==> config.mk <==
export PLATFORM = sky130hd
export DESIGN_NAME = output_port
export DESIGN_NICKNAME = d
export VERILOG_FILES = /design/src/rtl/noc_pkg.sv /design/src/rtl/rr_arbiter.sv /design/src/rtl/output_port.sv
export SDC_FILE = /design/constraint.sdc
export NUM_CORES = 1
export LEC_CHECK = 0
export ABC_AREA = 1
export CORE_AREA = 2 2 211 213
export DETAILED_ROUTE_END_ITERATION = 8
export DIE_AREA = 0 0 213 215
export PLACE_DENSITY = 0.5
export SKIP_LAST_GASP = 1
export SLEW_MARGIN = 20
export SYNTH_ARGS = -nofsm -noshare
export SYNTH_HDL_FRONTEND = slang
export SYNTH_SLANG_ARGS = --single-unit
export TNS_END_PERCENT = 30
==> constraint.sdc <==
create_clock -name clk -period 5.1 [get_ports clk]
set_clock_uncertainty 0.05 [all_clocks]
set_input_delay 1.02 -clock clk [delete_from_list [all_inputs] [get_ports clk]]
set_output_delay 1.02 -clock clk [all_outputs]
set_load 0.1 [all_outputs]
==> src/rtl/noc_pkg.sv <==
// Shared NoC router defaults and helpers: default flit/port/buffer sizes,
// credit counter width and one-hot to index conversion.
package noc_pkg;

  localparam int FW_DEF = 64;
  localparam int P_DEF  = 7;
  localparam int B_DEF  = 4;

  // A buffer of 2^b flits needs b+1 bits to hold the full credit count.
  function automatic int cred_w(input int b);
    return b + 1;
  endfunction

  function automatic int onehot_to_idx(input logic [31:0] oh);
    int idx;
    idx = 0;
    for (int i = 0; i < 32; i++) begin
      if (oh[i]) idx = i;
    end
    return idx;
  endfunction

endpackage

==> src/rtl/rr_arbiter.sv <==
// Round-robin picker with a registered pointer; the search starts just after
// the last winner and wraps. The pointer resets to P-1 so input 0 wins first.
module rr_arbiter
  import noc_pkg::*;
#(
  parameter int P = P_DEF
) (
  input  logic         clk,
  input  logic         rst,
  input  logic [P-1:0] req,
  input  logic         enable,
  output logic [P-1:0] gnt_nxt
);

  localparam int PW = (P > 1) ? $clog2(P) : 1;

  logic [PW-1:0] ptr;
  logic          found;
  int            idx;

  always_comb begin
    gnt_nxt = '0;
    found   = 1'b0;
    idx     = 0;
    if (enable) begin
      for (int k = 1; k <= P; k++) begin
        idx = (int'(ptr) + k) % P;
        if (!found && req[idx]) begin
          gnt_nxt[idx] = 1'b1;
          found        = 1'b1;
        end
      end
    end
  end

  always_ff @(posedge clk or posedge rst) begin
    if (rst) begin
      ptr <= PW'(P - 1);
    end else if (gnt_nxt != '0) begin
      ptr <= PW'(onehot_to_idx(32'(gnt_nxt)));
    end
  end

endmodule

==> src/rtl/output_port.sv <==
// NoC router output port: round-robin grant, registered flit mux and downstream
// credit counter. Optional credit-protocol checker under OUTPUT_PORT_CREDIT_CHK_EN.
module output_port
  import noc_pkg::*;
#(
  parameter int FW = FW_DEF,
  parameter int P  = P_DEF,
  parameter int B  = B_DEF
) (
  input  logic            clk,
  input  logic            rst,
  input  logic [P-1:0]    port_req,
  input  logic [P*FW-1:0] flits_in,
  output logic [P-1:0]    grant,
  output logic [FW-1:0]   flit_out,
  output logic            flit_out_wr,
  input  logic            credit_in,
  output logic [B:0]      credit_cnt,
  output logic            cred_err
);

  localparam int         CW   = cred_w(B);
  localparam logic [B:0] FULL = {1'b1, {B{1'b0}}};

  logic [P-1:0]  eff_req;
  logic [P-1:0]  gnt_nxt;
  logic          arb_en;
  logic          dec;
  logic [FW-1:0] flit_sel;

  // A requester is still high during its own grant cycle, so mask it out.
  assign eff_req = port_req & ~grant;
  assign arb_en  = (credit_cnt != '0);
  assign dec     = (gnt_nxt != '0);

  rr_arbiter #(.P(P)) u_arb (
    .clk     (clk),
    .rst     (rst),
    .req     (eff_req),
    .enable  (arb_en),
    .gnt_nxt (gnt_nxt)
  );

  always_comb begin
    flit_sel = '0;
    for (int i = 0; i < P; i++) begin
      if (grant[i]) flit_sel = flits_in[i*FW +: FW];
    end
  end

  // Stage 1: registered grant; stage 2: registered link flit.
  always_ff @(posedge clk or posedge rst) begin
    if (rst) begin
      grant       <= '0;
      flit_out    <= '0;
      flit_out_wr <= 1'b0;
    end else begin
      grant       <= gnt_nxt;
      flit_out_wr <= (grant != '0);
      if (grant != '0) flit_out <= flit_sel;
    end
  end

  always_ff @(posedge clk or posedge rst) begin
    if (rst) begin
      credit_cnt <= FULL;
    end else if (dec && !credit_in) begin
      credit_cnt <= credit_cnt - 1'b1;
    end else if (credit_in && !dec && credit_cnt != FULL) begin
      credit_cnt <= credit_cnt + 1'b1;
    end
  end

`ifdef OUTPUT_PORT_CREDIT_CHK_EN
  logic overflow;
  logic underflow;

  assign overflow  = credit_in && !dec && (credit_cnt == FULL);
  assign underflow = dec && (credit_cnt == '0);

  always_ff @(posedge clk or posedge rst) begin
    if (rst) begin
      cred_err <= 1'b0;
    end else if (overflow || underflow) begin
      cred_err <= 1'b1;
    end
  end

`ifndef SYNTHESIS
  always_ff @(posedge clk) begin
    if (!rst) begin
      assert (!underflow) else $error("output_port: grant issued with zero credits");
      assert (!overflow) else $warning("output_port: credit returned while counter full (width %0d)", CW);
    end
  end
`endif
`else
  assign cred_err = 1'b0;
`endif

endmodule

# ---- After elaboration in Yosys (flattened, before gate mapping)
# Cells that the tools add are included.
dict set report totals {
  ff_bits 80
}
dict set report classes {
  add_sub_neg 9
  n_div 7
  order_cmp 14
  n_eq_ne 1
  mux 76
  bitwise 8
  reduce_logical 28
}
# operator count
set op_table {}
lappend op_table {{$mux W64} 7}
lappend op_table {{$ge A32 B1 Y1 const B} 7}
lappend op_table {{$lt A32 B5 Y1 const B} 7}
lappend op_table {{$mod A32 B4 Y32 const B} 7}
lappend op_table {{$mux W7} 14}
lappend op_table {{$or A7 B7 Y7} 6}
lappend op_table {{$mux W1} 34}
lappend op_table {{$bmux W1 S3} 7}
lappend op_table {{$demux W1 S3} 7}
lappend op_table {{$add A3 B3 Y4 const B} 4}
lappend op_table {{$logic_and A1 B1 Y1} 16}
lappend op_table {{$reduce_bool A7 Y1} 2}
lappend op_table {{$mux W5} 2}
lappend op_table {{$mux W3} 3}
lappend op_table {{$add A3 B2 Y4 const B} 2}
lappend op_table {{$logic_not A1 Y1} 8}
lappend op_table {{$and A7 B7 Y7} 1}
lappend op_table {{$not A7 Y7} 1}
lappend op_table {{$add A5 B1 Y5 const B} 1}
lappend op_table {{$ne A5 B5 Y1 const B} 1}
lappend op_table {{$reduce_bool A5 Y1} 1}
lappend op_table {{$sub A5 B1 Y5 const B} 1}
lappend op_table {{$add A3 B1 Y4 const B} 1}
lappend op_table {{$mux W2} 2}
lappend op_table {{$reduce_bool A2 Y1} 1}

# ---- Longest topological paths before layout
dict set report logic_depth {
  depth_word 37
  depth_mapped 41
}

# ---- Hierarchy
# A second synthesis with hierarchy kept.
dict set report unflattened {
  hier_cells 1936
  area_unflattened_um2 10812.9
}
# mod instances cells_per_inst area_per_inst_um2
set by_module_without_submodules {}
lappend by_module_without_submodules {output_port 1 1291 7221.9}
lappend by_module_without_submodules {rr_arbiter 1 645 3590.9}

# ---- Worst setup path before layout
# Ideal clock, no wire load.
dict set report synth_timing {
  path_kind {register to register}
  start {register u_arb.ptr[0]}
  end {register credit_cnt[4]}
  setup_time_ps 72
  t_arrival_ps 5476
  slack_ps -499
  stages_incl_launch_ff 39
  n_path_buf 3
  period_less_slack_ps 5599
  path_cell_list {dfrtp_1 buf_2 clkbuf_1 inv_1 ha_1 buf_2 clkinv_1 ha_1 ha_1 inv_1 nand2_4 xor2_1 ha_1 nand2_2 nand2_1 nand2_1 nand2_2 nand2_1 [... 3 more ...] nand4_4 nor2_4 nand3_1 nor2_1 nor2_2 nor2_4 nor2_4 nand2_4 nand2_4 inv_1 ha_1 a21o_1 a31oi_1 inv_1 nand4_1 nand3_1 nand2_1 inv_1}
}
dict set report synth_between {
  elab_chain_len 36
  word_cells_on_any_way 121
}
# element line
set synth_lines {}
lappend synth_lines {{from (decl)} rr_arbiter.sv:17} ;# logic [PW-1:0] ptr;
lappend synth_lines {{from (signal assigned)} rr_arbiter.sv:38} ;# ptr <= PW'(P - 1);
lappend synth_lines {{from (signal assigned)} rr_arbiter.sv:40} ;# ptr <= PW'(onehot_to_idx(32'(gnt_nxt)));
lappend synth_lines {{parallel branches: the longest is 29 deep, another holds $mod A32 B4 Y32} --}
lappend synth_lines {{$mux W7 (*)} rr_arbiter.sv:28} ;# if (!found && req[idx]) begin
lappend synth_lines {{$mux W7 (*)} rr_arbiter.sv:25} ;# if (enable) begin
lappend synth_lines {{named net gnt_nxt[6]} output_port.sv:26} ;# logic [P-1:0] gnt_nxt;
lappend synth_lines {{$reduce_bool A7 Y1 (*)} output_port.sv:34} ;# assign dec = (gnt_nxt != '0);
lappend synth_lines {{$logic_not A1 Y1} output_port.sv:69} ;# end else if (credit_in && !dec && credit_cnt != FULL) begin
lappend synth_lines {{$logic_and A1 B1 Y1 (2 in series)} output_port.sv:69}
lappend synth_lines {{$reduce_bool A2 Y1 (no source line)} --}
lappend synth_lines {{to (signal assigned)} output_port.sv:68} ;# credit_cnt <= credit_cnt - 1'b1;
lappend synth_lines {{to (signal assigned)} output_port.sv:70} ;# credit_cnt <= credit_cnt + 1'b1;
lappend synth_lines {{to (decl)} output_port.sv:18} ;# output logic [B:0] credit_cnt,
# Mark *: on every way through the listed nets, which the timed path passes. The select of a mux whose other input is x is not followed.
# A chain may end at the register's enable or synchronous reset.

# ---- Final worst setup path
dict set report layout_timing {
  start {register u_arb.ptr[1]}
  end {register credit_cnt[4]}
}
dict set report layout_between {
  elab_chain_len 36
  word_cells_on_any_way 121
}
# element line
set layout_lines {}
lappend layout_lines {{parallel branches: the longest is 29 deep, another holds $mod A32 B4 Y32} --}
lappend layout_lines {{$mux W7 (*)} rr_arbiter.sv:28}
lappend layout_lines {{$mux W7 (*)} rr_arbiter.sv:25}
lappend layout_lines {{$reduce_bool A7 Y1 (*)} output_port.sv:34}
lappend layout_lines {{$logic_not A1 Y1} output_port.sv:69}
lappend layout_lines {{$logic_and A1 B1 Y1 (2 in series)} output_port.sv:69}
lappend layout_lines {{$reduce_bool A2 Y1 (no source line)} --}
# Mark *: on every way between the ends. The select of a mux whose other input is x is not followed.

==> results.json <==
{
  "outcome": "complete, no violations",
  "worstSetupPathType": "reg2reg",
  "die_w_um": 213,
  "min_to": "flit_out[40]",
  "crit_path_frequent_cell": "inv_1",
  "cts_max_level": 3,
  "vias": 14711,
  "ff2ff_path_depth": 35,
  "post_synth_instance_area_um2": 9960,
  "ant_nets": 0,
  "postSynthAreaPerCell_um2": 6.04,
  "synth.area.top_cells": "dfrtp_1 (19%), nand2_1 (15%), o21ai_0 (12%)",
  "critical_path_buf_inv_count": 10,
  "grt_setup_unrepaired": "true",
  "first_iter_violations": 1302,
  "tns_ps": 0,
  "arrival_ps": 5170,
  "synth-edff-count": 0,
  "syn2layout_area_growth_pct": 77.6,
  "initial_core_util_pct": 22.8,
  "clock_sinks": 80,
  "hold_depth": 2,
  "synth-simple-area-share_pct": 36.6,
  "crit_family": "simple AND/OR/NAND/NOR gates",
  "crit_start": "u_arb.ptr[1]",
  "drt_pass1_iterations": 6,
  "grt_use_total_pct": 30.5,
  "wire_per_inst_um": 25.6,
  "yosys.area_share.xor_xnor_pct": 1.39,
  "cp-end-kind": "flip-flop",
  "period_needed_ps": 4900,
  "ys_seq_area_share_pct": 20.1,
  "hold_viol_final": 0,
  "r2r_slack_ps": 200,
  "synth_cells": 1650,
  "synth_nets": 2142,
  "clock.fmax_mhz": 204,
  "final_layout_size_suffix_gt1_share_pct": 16.0,
  "critPathMaxFanout": 6,
  "synth_most_common_cell": "nand2_1",
  "final_max_slew_viol_count": 0,
  "pin_count": 536,
  "clk_pin_slew_ps": 80,
  "overflow": 0,
  "via_per_inst": 5.15,
  "row_count": 77,
  "grt_pass1_wl_mm": 99.8,
  "max_slew_margin_pct": 24.5,
  "setup_viol": 0,
  "synthFlopType": "dfrtp_1",
  "max_cap_viol_count": 0,
  "synth_compound_area_share_pct": 29.3,
  "fin_crit_sh_pct": 96.0,
  "clk_latency_ps": 380,
  "tightest_slew_ps": 1130,
  "synth_top_area_share_pct": 19.3,
  "final_nets": 2736,
  "io_buffers": 534,
  "yosys.area.top_type": "dfrtp_1",
  "synth_top_family_by_area": "simple AND/OR/NAND/NOR gates",
  "slowest_delay_ps": 620,
  "cp_slowest_cell": "dfstp_2",
  "ys_types": 45,
  "cts_tree": "done",
  "cts_hold_buf": 0,
  "clockBufferDepth": 2,
  "yosys_warnings": 0,
  "dpl.hpwl_mm": 57.0,
  "synthArstFlopShare_pct": 100,
  "synth-seq-cells": 80,
  "hold_path.class": "reg2reg",
  "worstPathRequired_ps": 5380,
  "fp.dieH_um": 215,
  "timing.rr.end": "credit_cnt[4]",
  "muxShareOfSynthArea_pct": 0,
  "grt_max_degree": 87,
  "timing.rr.start": "u_arb.ptr[1]",
  "drt_wl_total_mm": 73.0,
  "startpoint_type": "flip-flop",
  "antenna_found_initial": 40,
  "cts_inserted_buffers": 9,
  "grt_pass1_vias": 14024,
  "synthTopCellsByCount": "nand2_1 (392), o21ai_0 (239), nand3_1 (160)",
  "cts_root_buffer": "clkbuf_16",
  "gp_congestion": 1.07,
  "die_area_um2": 45800,
  "synthAdderAreaFrac_pct": 4.42,
  "core-area_um2": 43600,
  "drc_errors": 0,
  "worstHoldStart": "flit_out[40]"
}
[layout by cell type, fill, tap and decap left out, types with 12 or more instances in the layout]
cell type	n
nor2_4	16
nor2_2	12
nor3_1	28
nand2_1	366
buf_4	145
ha_1	15
dfrtp_1	70
clkdlybuf4s50_1	533
nand4_1	20
diode_2	13
o21ai_0	235
nor2_1	129
nand2_2	42
inv_1	75
o21bai_1	51
nand3_2	14
nand3_1	150
nand2_4	20
a21oi_1	134
inv_2	24
a221oi_1	51
[metrics by stage]
stage | utilization [%] | worst slack [ps] | hold slack (ps) | cell area [µm²] | instances
detailed placement | 38.3 | -78.0 | 417 | 16700 | 2805
global route | 40.5 | -116 | 452 | 17700 | 2852
global placement | 38.3 | 39.7 | 412 | 16700 | 2805
finish | 40.5 | 203 | 439 | 17700 | 2854
floorplan | - | 21.4 | 590 | 9990 | 1650
CTS | 39.1 | 15.1 | 436 | 17100 | 2825
[state kept, by name (all words and copies together) (netlist names)]
name / count
flit_out: 64
grant: 7
credit_cnt: 5
u_arb.ptr: 3
flit_out_wr: 1
[per-layer routing]
metal,global-route usage (%),wire length [µm],vias to the layer above
met5,0,312,-
met4,8.83,1400,46
met3,12.8,8400,125
met2,47.2,32600,638
met1,38.3,30300,7025
li1,-,-,6877
[cell families after synthesis]
group	Yosys count
other	1
and+or+nand+nor	806
DFF	80
buffers and inverters	207
AOI/OAI and AO/OA	507
xor gates and xnor gates	15
adders and majority gates	34
[how the worst max path moves through the flow]
| stage | endpoint | slack, ps | cells after the start |
|---|---|---|---|
| floorplan | credit_cnt[4] | 20 | 38 |
| global route | credit_cnt[4] | -120 | 34 |
| global placement | credit_cnt[4] | 40 | 34 |
| detailed placement | credit_cnt[4] | -80 | 34 |
| CTS | credit_cnt[4] | 20 | 38 |
| finish | credit_cnt[4] | 200 | 35 |
[cell type report]
type,instances,area [µm²]
Clock buffer,10,239
Tap cell,592,741
Timing Repair Buffer,685,6520
Antenna cell,13,32.5
Multi-Input combinational cell,1364,7680
Sequential cell,80,2020
Inverter,104,403
Clock inverter,6,51.3
Fill cell,4608,25900
[repair_timing]
| item | in CTS | in global routing |
|---|---|---|
| setup endpoints to repair | 2 | 4 |
| pin swaps | 1 | 54 |
| cloned | 0 | 1 |
| buffers inserted | 4 | 15 |
| gates resized for setup | 10 | 118 |
[worst register-to-register path: cells and delay by family, from the launching register on]
kind | cells | cell delay [ps]
buffers and inverters | 10 | 1030
AND/OR/NAND/NOR | 14 | 1250
AO/OA/AOI/OAI | 6 | 780
XOR/XNOR | 1 | 180
adder cells (fa/ha/maj) | 4 | 910
flip-flops | 1 | 620
Power is left out: the tool's default activity adds up to more than one toggle a clock period on the data nets, which glitch-free logic cannot reach.
